<file path="src/rtl/e203_exu_muldiv_seq_pkg.sv">
// Shared constants for the sequential mul/div controller:
// funct3 op codes, FSM state codes and iteration counts.
package e203_exu_muldiv_seq_pkg;

   localparam logic [2:0] E203_MULDIV_OP_MUL    = 3'd0;
   localparam logic [2:0] E203_MULDIV_OP_MULH   = 3'd1;
   localparam logic [2:0] E203_MULDIV_OP_MULHSU = 3'd2;
   localparam logic [2:0] E203_MULDIV_OP_MULHU  = 3'd3;
   localparam logic [2:0] E203_MULDIV_OP_DIV    = 3'd4;
   localparam logic [2:0] E203_MULDIV_OP_DIVU   = 3'd5;
   localparam logic [2:0] E203_MULDIV_OP_REM    = 3'd6;
   localparam logic [2:0] E203_MULDIV_OP_REMU   = 3'd7;

   localparam logic [2:0] E203_MULDIV_ST_IDLE   = 3'd0;
   localparam logic [2:0] E203_MULDIV_ST_EXEC   = 3'd1;
   localparam logic [2:0] E203_MULDIV_ST_CORR_Q = 3'd2;
   localparam logic [2:0] E203_MULDIV_ST_CORR_R = 3'd3;
   localparam logic [2:0] E203_MULDIV_ST_DONE   = 3'd4;

   localparam int E203_MULDIV_MUL_STEPS = 17;
   localparam int E203_MULDIV_DIV_STEPS = 33;
   localparam int E203_MULDIV_CNT_W     = 6;

endpackage

</file>
<file path="src/rtl/e203_exu_muldiv_seq_if.sv">
// Issue/result handshake and datapath control bundle.
// slave: controller side; master: issuing pipeline + datapath.
interface e203_exu_muldiv_seq_if;
   import e203_exu_muldiv_seq_pkg::*;

   logic       i_valid;
   logic       i_ready;
   logic [2:0] i_op;
   logic       i_b2b;
   logic       i_div0;
   logic       i_ovf;
   logic       i_flush;
   logic       o_valid;
   logic       o_ready;
   logic       o_special;
   logic       dp_init;
   logic       dp_step;
   logic       dp_corr_q;
   logic       dp_corr_r;
   logic       dp_b2b_sel;
   logic       dp_is_div;
   logic [E203_MULDIV_CNT_W-1:0] dp_cnt;

   modport slave (
      input  i_valid, i_op, i_b2b, i_div0, i_ovf,
      input  i_flush, o_ready,
      output i_ready, o_valid, o_special,
      output dp_init, dp_step, dp_corr_q, dp_corr_r,
      output dp_b2b_sel, dp_is_div, dp_cnt
   );

   modport master (
      output i_valid, i_op, i_b2b, i_div0, i_ovf,
      output i_flush, o_ready,
      input  i_ready, o_valid, o_special,
      input  dp_init, dp_step, dp_corr_q, dp_corr_r,
      input  dp_b2b_sel, dp_is_div, dp_cnt
   );

endinterface

</file>
<file path="src/rtl/e203_exu_muldiv_seq.sv">
// Sequencer for the multi-cycle mul/div unit: FSM + step counter.
// Ports: clk, rst_n (async low), bus (slave: issue/result/dp ctrl).
module e203_exu_muldiv_seq
   import e203_exu_muldiv_seq_pkg::*;
#(
   parameter int MUL_STEPS = E203_MULDIV_MUL_STEPS,
   parameter int DIV_STEPS = E203_MULDIV_DIV_STEPS
) (
   input logic                 clk,
   input logic                 rst_n,
   e203_exu_muldiv_seq_if.slave bus
);

   localparam int CW = E203_MULDIV_CNT_W;
   localparam logic [CW-1:0] MUL_LAST = CW'(MUL_STEPS - 1);
   localparam logic [CW-1:0] DIV_LAST = CW'(DIV_STEPS - 1);

   logic [2:0]    state_q;
   logic [2:0]    state_d;
   logic [CW-1:0] cnt_q;
   logic [2:0]    op_q;
   logic          special_q;
   logic          b2b_q;

   logic st_idle, st_exec, st_cq, st_cr, st_done;
   logic accept, is_div, last, clr;
   logic acc_div, acc_special, acc_b2b;

   assign st_idle = (state_q == E203_MULDIV_ST_IDLE);
   assign st_exec = (state_q == E203_MULDIV_ST_EXEC);
   assign st_cq   = (state_q == E203_MULDIV_ST_CORR_Q);
   assign st_cr   = (state_q == E203_MULDIV_ST_CORR_R);
   assign st_done = (state_q == E203_MULDIV_ST_DONE);

   // rst_n gating keeps the issue side quiet while reset is held
   assign bus.i_ready = rst_n & st_idle & ~bus.i_flush;
   assign accept      = bus.i_ready & bus.i_valid;

   assign acc_div     = bus.i_op[2];
   assign acc_special = acc_div & (bus.i_div0 | bus.i_ovf);
   assign acc_b2b     = (bus.i_op == E203_MULDIV_OP_MUL) & bus.i_b2b;

   assign is_div = (op_q >= E203_MULDIV_OP_DIV);
   assign last   = is_div ? (cnt_q == DIV_LAST)
                          : (cnt_q == MUL_LAST);

   // special/b2b flags live until the result leaves DONE or is aborted
   assign clr = bus.i_flush | (st_done & bus.o_ready);

   always_comb begin
      state_d = state_q;
      if (bus.i_flush) begin
         state_d = E203_MULDIV_ST_IDLE;
      end else begin
         unique case (1'b1)
            st_idle: if (accept)
               state_d = (acc_special | acc_b2b)
                       ? E203_MULDIV_ST_DONE
                       : E203_MULDIV_ST_EXEC;
            st_exec: if (last)
               state_d = is_div ? E203_MULDIV_ST_CORR_Q
                                : E203_MULDIV_ST_DONE;
            st_cq:   state_d = E203_MULDIV_ST_CORR_R;
            st_cr:   state_d = E203_MULDIV_ST_DONE;
            st_done: if (bus.o_ready)
               state_d = E203_MULDIV_ST_IDLE;
            default: state_d = E203_MULDIV_ST_IDLE;
         endcase
      end
   end

   always_ff @(posedge clk or negedge rst_n) begin
      if (!rst_n) begin
         state_q   <= E203_MULDIV_ST_IDLE;
         cnt_q     <= '0;
         op_q      <= '0;
         special_q <= 1'b0;
         b2b_q     <= 1'b0;
      end else begin
         state_q <= state_d;
         if (accept) begin
            op_q      <= bus.i_op;
            cnt_q     <= '0;
            special_q <= acc_special;
            b2b_q     <= acc_b2b;
         end else begin
            if (bus.dp_step)
               cnt_q <= cnt_q + 1'b1;
            if (clr) begin
               special_q <= 1'b0;
               b2b_q     <= 1'b0;
            end
         end
      end
   end

   assign bus.dp_init    = accept;
   assign bus.dp_step    = st_exec & ~bus.i_flush;
   assign bus.dp_corr_q  = st_cq & ~bus.i_flush;
   assign bus.dp_corr_r  = st_cr & ~bus.i_flush;
   assign bus.o_valid    = st_done & ~bus.i_flush;
   assign bus.o_special  = special_q;
   assign bus.dp_b2b_sel = b2b_q;
   assign bus.dp_is_div  = is_div;
   assign bus.dp_cnt     = cnt_q;

endmodule

</file>
<file path="src/flat_wrapper.sv">
// flat-port wrapper written by rule: the top's interface ports become plain ports
module e203_exu_muldiv_seq_flat import e203_exu_muldiv_seq_pkg::*;
#(
   parameter int MUL_STEPS = E203_MULDIV_MUL_STEPS,
   parameter int DIV_STEPS = E203_MULDIV_DIV_STEPS
)
  (clk, rst_n, bus_i_valid, bus_i_op, bus_i_b2b, bus_i_div0, bus_i_ovf, bus_i_flush, bus_o_ready, bus_i_ready, bus_o_valid, bus_o_special, bus_dp_init, bus_dp_step, bus_dp_corr_q, bus_dp_corr_r, bus_dp_b2b_sel, bus_dp_is_div, bus_dp_cnt);
  e203_exu_muldiv_seq_if bus_i ();
  input logic clk;
  input logic rst_n;
  input wire logic [$bits(bus_i.i_valid)-1:0] bus_i_valid;
  input wire logic [$bits(bus_i.i_op)-1:0] bus_i_op;
  input wire logic [$bits(bus_i.i_b2b)-1:0] bus_i_b2b;
  input wire logic [$bits(bus_i.i_div0)-1:0] bus_i_div0;
  input wire logic [$bits(bus_i.i_ovf)-1:0] bus_i_ovf;
  input wire logic [$bits(bus_i.i_flush)-1:0] bus_i_flush;
  input wire logic [$bits(bus_i.o_ready)-1:0] bus_o_ready;
  output wire logic [$bits(bus_i.i_ready)-1:0] bus_i_ready;
  output wire logic [$bits(bus_i.o_valid)-1:0] bus_o_valid;
  output wire logic [$bits(bus_i.o_special)-1:0] bus_o_special;
  output wire logic [$bits(bus_i.dp_init)-1:0] bus_dp_init;
  output wire logic [$bits(bus_i.dp_step)-1:0] bus_dp_step;
  output wire logic [$bits(bus_i.dp_corr_q)-1:0] bus_dp_corr_q;
  output wire logic [$bits(bus_i.dp_corr_r)-1:0] bus_dp_corr_r;
  output wire logic [$bits(bus_i.dp_b2b_sel)-1:0] bus_dp_b2b_sel;
  output wire logic [$bits(bus_i.dp_is_div)-1:0] bus_dp_is_div;
  output wire logic [$bits(bus_i.dp_cnt)-1:0] bus_dp_cnt;
  assign bus_i.i_valid = bus_i_valid;
  assign bus_i.i_op = bus_i_op;
  assign bus_i.i_b2b = bus_i_b2b;
  assign bus_i.i_div0 = bus_i_div0;
  assign bus_i.i_ovf = bus_i_ovf;
  assign bus_i.i_flush = bus_i_flush;
  assign bus_i.o_ready = bus_o_ready;
  assign bus_i_ready = bus_i.i_ready;
  assign bus_o_valid = bus_i.o_valid;
  assign bus_o_special = bus_i.o_special;
  assign bus_dp_init = bus_i.dp_init;
  assign bus_dp_step = bus_i.dp_step;
  assign bus_dp_corr_q = bus_i.dp_corr_q;
  assign bus_dp_corr_r = bus_i.dp_corr_r;
  assign bus_dp_b2b_sel = bus_i.dp_b2b_sel;
  assign bus_dp_is_div = bus_i.dp_is_div;
  assign bus_dp_cnt = bus_i.dp_cnt;
  e203_exu_muldiv_seq #(.MUL_STEPS(MUL_STEPS), .DIV_STEPS(DIV_STEPS)) u_core (.clk(clk), .rst_n(rst_n), .bus(bus_i));
endmodule
</file>
<file path="config.mk">
export PLATFORM = sky130hd
export DESIGN_NAME = e203_exu_muldiv_seq_flat
export DESIGN_NICKNAME = d
export VERILOG_FILES = /design/src/rtl/e203_exu_muldiv_seq_pkg.sv /design/src/rtl/e203_exu_muldiv_seq_if.sv /design/src/rtl/e203_exu_muldiv_seq.sv /design/src/flat_wrapper.sv
export SDC_FILE = /design/constraint.sdc
export NUM_CORES = 1
export LEC_CHECK = 0
export ABC_AREA = 1
export BUFFER_PORTS_ARGS = -buffer_cell sky130_fd_sc_hd__buf_2
export CORE_ASPECT_RATIO = 0.8
export CORE_MARGIN = 1.5
export CORE_UTILIZATION = 35
export CTS_BUF_LIST = sky130_fd_sc_hd__clkbuf_4
export DETAILED_ROUTE_END_ITERATION = 7
export PLACE_DENSITY = 0.56
export SYNTH_ARGS = -nofsm -noshare
export SYNTH_HDL_FRONTEND = slang
export SYNTH_SLANG_ARGS = --single-unit
</file>
<file path="constraint.sdc">
create_clock -name clk -period 2.25 [get_ports clk]
set_input_delay 0.45 -clock clk [delete_from_list [all_inputs] [get_ports clk]]
set_output_delay 0.45 -clock clk [all_outputs]
set_load 0.01 [all_outputs]
</file>
After elaboration in Yosys (flattened, before gate mapping):

Cells that the tools add are included.

* register bits: 14
* input port bits: 11
* output and inout bits: 15
* word-level logic and storage cells: 48

* $add $sub $neg: 1
* order comparisons: 1
* eq/ne operators: 9
* muxes and demuxes: 13
* bitwise gates (word level): 14
* reduce and logical (&&, ||, !) cells: 5

Operators with widths (count)
* $mux W3: 6
* $pmux W3 S5: 1
* $mux W6: 2
* $and A1 B1 Y1: 10
* $ne A3 B3 Y1 const B: 3
* $add A6 B1 Y6 const B: 1
* $eq A3 B2 Y1 const B: 2
* $eq A6 B5 Y1 const B: 1
* $eq A6 B6 Y1 const B: 1
* $logic_not A3 Y1: 2
* $mux W1: 4
* $reduce_bool A2 Y1: 2
* $eq A3 B1 Y1 const B: 1
* $eq A3 B3 Y1 const B: 1
* $ge A3 B3 Y1 const B: 1
* $or A1 B1 Y1: 3
* $reduce_and A3 Y1: 1
* $not A1 Y1: 1

Depth between registers and ports, before layout:

* word-level depth: 7
* mapped depth: 8
* gate-level depth less buffers: 8

Least setup slack after synthesis:

Ideal clock, no wire load.

* kind: reg2reg
* start: reg u_core.cnt_q[0], in the netlist u_core.bus.dp_cnt[0]
* end: reg u_core.state_q[1]
* setup time: 119 ps
* arrival: 1189 ps
* data required time: 2131 ps
* setup slack: 942 ps
* cell stages (with the launch flop): 7
* buffers on the path: 0
* clock period less this slack: 1308 ps
* path through: dfrtp_1 > inv_1 > ha_1 > nor3b_1 > a21oi_2 > nor2_2 > and2_1

* longest elaborated chain between the ends: 4
* elaborated cells on any way between the ends: 5
* those cells by class: eq/ne: 3; mux: 1; reduce/logical: 1

Ends and longest elaborated chain
* from (decl): line e203_exu_muldiv_seq.sv:20 `logic [CW-1:0] cnt_q;`
* from (signal assigned): line e203_exu_muldiv_seq.sv:88 `cnt_q <= cnt_q + 1'b1;`
* $eq A6 B5 Y1 or $eq A6 B6 Y1 (tied branches): line e203_exu_muldiv_seq.sv:45, e203_exu_muldiv_seq.sv:44
* $mux W1 *: line e203_exu_muldiv_seq.sv:44 `assign last = is_div ? (cnt_q == DIV_LAST)`
* $ne A3 B3 Y1 (no line) *
* $reduce_and A3 Y1 (no line) *
* to (signal assigned): line e203_exu_muldiv_seq.sv:80 `state_q <= state_d;`
* to (decl): line e203_exu_muldiv_seq.sv:18 `logic [2:0] state_q;`

Every way passes the cells marked *; elsewhere a longest branch is shown, timed or not.
A chain may end at the register's enable or synchronous reset.

Worst setup path in the final report:

* start: reg u_core.state_q[2]
* end: out bus_dp_step

* longest elaborated chain between the ends: 2

Ends and longest elaborated chain
* $eq A3 B1 Y1: line e203_exu_muldiv_seq.sv:30 `assign st_exec = (state_q == E203_MULDIV_ST_EXEC);`
* $and A1 B1 Y1: line e203_exu_muldiv_seq.sv:98 `assign bus.dp_step = st_exec & ~bus.i_flush;`
* to (decl): line flat_wrapper.sv:22 `output wire logic [$bits(bus_i.dp_step)-1:0] bus_dp_step;`

No other way between the ends.

==> flow_metrics.py <==
metrics = {
    "worst_setup_path": {
        "crit_end": "bus_dp_step",
        "r2r_slack_ns": 0.88,
        "crit_path_end_kind": "output port",
        "reg2reg_to": "u_core.bus.dp_cnt[1]$_DFFE_PN0P_",
        "cp_cell_sequence": "nor2_2 > nand3_2 > inv_1 > buf_2",
        "worst_path_largest_cell_delay_ns": 0.44,
        "required_ns": 1.80,
        "critPathKind": "reg2out",
        "arrival_ns": 1.34,
        "cp-start-kind": "flip-flop",
        "crit_slowest_cell": "dfrtp_1",
        "path_buf_inv": 2,
        "worst_path_dominant_cell_family": "flip-flops",
        "cp.depth": 4,
        "worstPathMaxFanout": 7,
        "r2r_cells": 8,
        "crit_path_start": "u_core.state_q[2]$_DFFE_PN0P_",
        "reg2reg_from": "u_core.state_q[2]$_DFFE_PN0P_",
    },
    "floorplan": {
        "core_um2": 2180,
        "dieArea_um2": 2640,
        "start_util": 0.375,
        "io-pin-count": 26,
        "num_rows": 15,
        "die_h_um": 46.2,
        "die_x_um": 57.0,
    },
    "cts": {
        "clk_latency_ns": 0.28,
        "cts_resized": 0,
        "clk_pin_slew_ns": 0.08,
        "clock-sinks": 12,
        "cts_tree": "yes",
        "cts_buffer_depth": 2,
        "cts_setup_buffers": 0,
        "root_buffer": "clkbuf_4",
        "hold_buffers": 0,
        "htreeDepth": 1,
        "cts_buffers": 3,
    },
    "place": {
        "dpl_cell_area_um2": 966,
        "post-dp-hpwl_mm": 1.43,
        "port_buffers": 25,
        "pre_cts_ws_ns": 0.638,
        "place_congestion": 0.777,
    },
    "synth": {
        "synthesis.area_um2": 817,
        "seq_area_frac_synth": 0.368,
        "yosys_warnings": 0,
        "synth.distinct_cells": 24,
        "syn-num-nets": 125,
        "synthCells": 112,
        "synth.avg_cell_area_um2": 7.29,
        "synth-seq-cells": 12,
        "netlist.area_leader.share": 0.368,
        "synth_area_leaders": "dfrtp_1, nand2_1, inv_1",
        "yosysTopAreaCell": "dfrtp_1",
    },
    "route": {
        "wl_per_cell_um": 10.7,
        "drtPass1Iterations": 4,
        "ant_nets": 0,
        "vias_per_cell": 4.62,
        "finalWirelength_mm": 1.75,
        "first_iter_violations": 16,
        "drc": 0,
        "via_count": 757,
    },
    "sta": {
        "max_slew_margin": 0.800,
        "grt_setup_unrepaired": "no",
        "min_period_ns": 1.79,
        "max_freq_mhz": 559,
        "worst_slew_pin_slew_ns": 0.296,
        "period_share": 0.796,
        "hold_viol": 0,
        "finalWorstSetupSlack_ns": 0.460,
        "maxSlewViolCount": 0,
        "hold-worst-slack_ns": 0.105,
        "setup_viol": 0,
        "clock-skew-final_ns": 0.00641,
        "finalSetupTns_ns": 0,
    },
    "power_and_ir_drop": {
        "p_leak_nw": 0.563,
        "power_density_nw_per_um2": 918,
        "finalPower_uw": 907,
        "ir_worst_vdd_uv": 534,
    },
    "cells_and_area": {
        "antennaDiodeCount": 0,
        "drive_above_1_share": 0.338,
        "synthToLayoutAreaGrowth_pct": 21.0,
        "finalNetCount": 154,
        "post-route-cell-area_um2": 988,
    },
    "worst_hold_path": {
        "hold_path.class": "in2async",
    },
    "global_routing": {
        "antenna_found_initial": 0,
        "first_global_vias": 686,
        "grt_overflow": 0,
        "grt_pass1_wl_mm": 3.13,
        "grt_max_degree": 13,
        "grt.total_usage": 0.161,
    },
    "run_status": {
        "status": "completed",
    },
    "job": {
        "drv_cap": 0,
    },
}
[flip-flops by register name (all words and copies together) (netlist names)]
name	flops
u_core.bus.dp_cnt	6
u_core.bus.o_special	1
u_core.op_q	1
u_core.state_q	3
u_core.bus.dp_b2b_sel	1
[power by group]
part	total (mW)	internal, mW	switching, mW
logic	0.418	0.160	0.258
clock network	0.137	0.0621	0.0753
registers	0.352	0.277	0.0745
total	0.907	0.499	0.408
[cells in the final DEF, fill, tap and decap left out, types with 3 or more instances in the layout]
cell type  instances
buf_2             25
nand2_1           22
inv_1             18
nor2_1            14
dfrtp_1           12
o21ai_0            6
nand3_1            5
nor2_2             4
o21ai_2            4
nand4_1            4
nand2_2            3
nor3_1             3
clkbuf_4           3
[cells in the mapped netlist, drive strengths merged]
master and number:
nor3 4, a21oi 3, nand3 6, nand4 4
nor3b 1, inv 20, o21ai 12, xor2 1
nor2 19, clkbuf 1, ha 2, nand2 25
buf 1, and2 1, dfrtp 12
[stage by stage]
stage	instances	util
floorplan	112	-
CTS	164	0.454
detailed placement	161	0.444
global route	164	0.454
finish	164	0.454
global placement	161	0.444
[cell type report]
class,count,area (µm²)
inverter,20,75.1
timing repair buffer,26,133
clock buffer,3,22.5
fill,230,1190
sequential,12,300
multi-input combinational,78,427
tap,25,31.3
[metal layers]
| layer | share of wire | vias up | track usage |
|---|---|---|---|
| met5 | 0 | - | 0 |
| met4 | 0.0069 | 0 | 0.0558 |
| met3 | 0.055 | 2 | 0.0618 |
| met2 | 0.41 | 20 | 0.230 |
| met1 | 0.52 | 326 | 0.222 |
| li1 | - | 409 | - |
[cell families after synthesis]
| group | count (synthesis) | synth area share |
|---|---|---|
| compound gates | 15 | 0.119 |
| xor+xnor | 1 | 0.0107 |
| fa+ha+maj | 2 | 0.0306 |
| buf+inv | 22 | 0.110 |
| flops | 12 | 0.368 |
| simple gates | 60 | 0.361 |
[how the worst min path moves through the flow]
stage,cells after the start,startpoint,slack (ns),end
global route,2,rst_n,0.10,u_core.bus.dp_cnt[2]$_DFFE_PN0P_
global placement,2,rst_n,0.42,u_core.bus.dp_cnt[3]$_DFFE_PN0P_
finish,2,rst_n,0.10,u_core.state_q[1]$_DFFE_PN0P_
floorplan,0,rst_n,0.15,u_core.bus.dp_b2b_sel$_DFFE_PN0P_
detailed placement,2,rst_n,0.42,u_core.bus.dp_cnt[2]$_DFFE_PN0P_
CTS,2,rst_n,0.11,u_core.bus.dp_cnt[2]$_DFFE_PN0P_
Power figures use the tool's default switching activity.
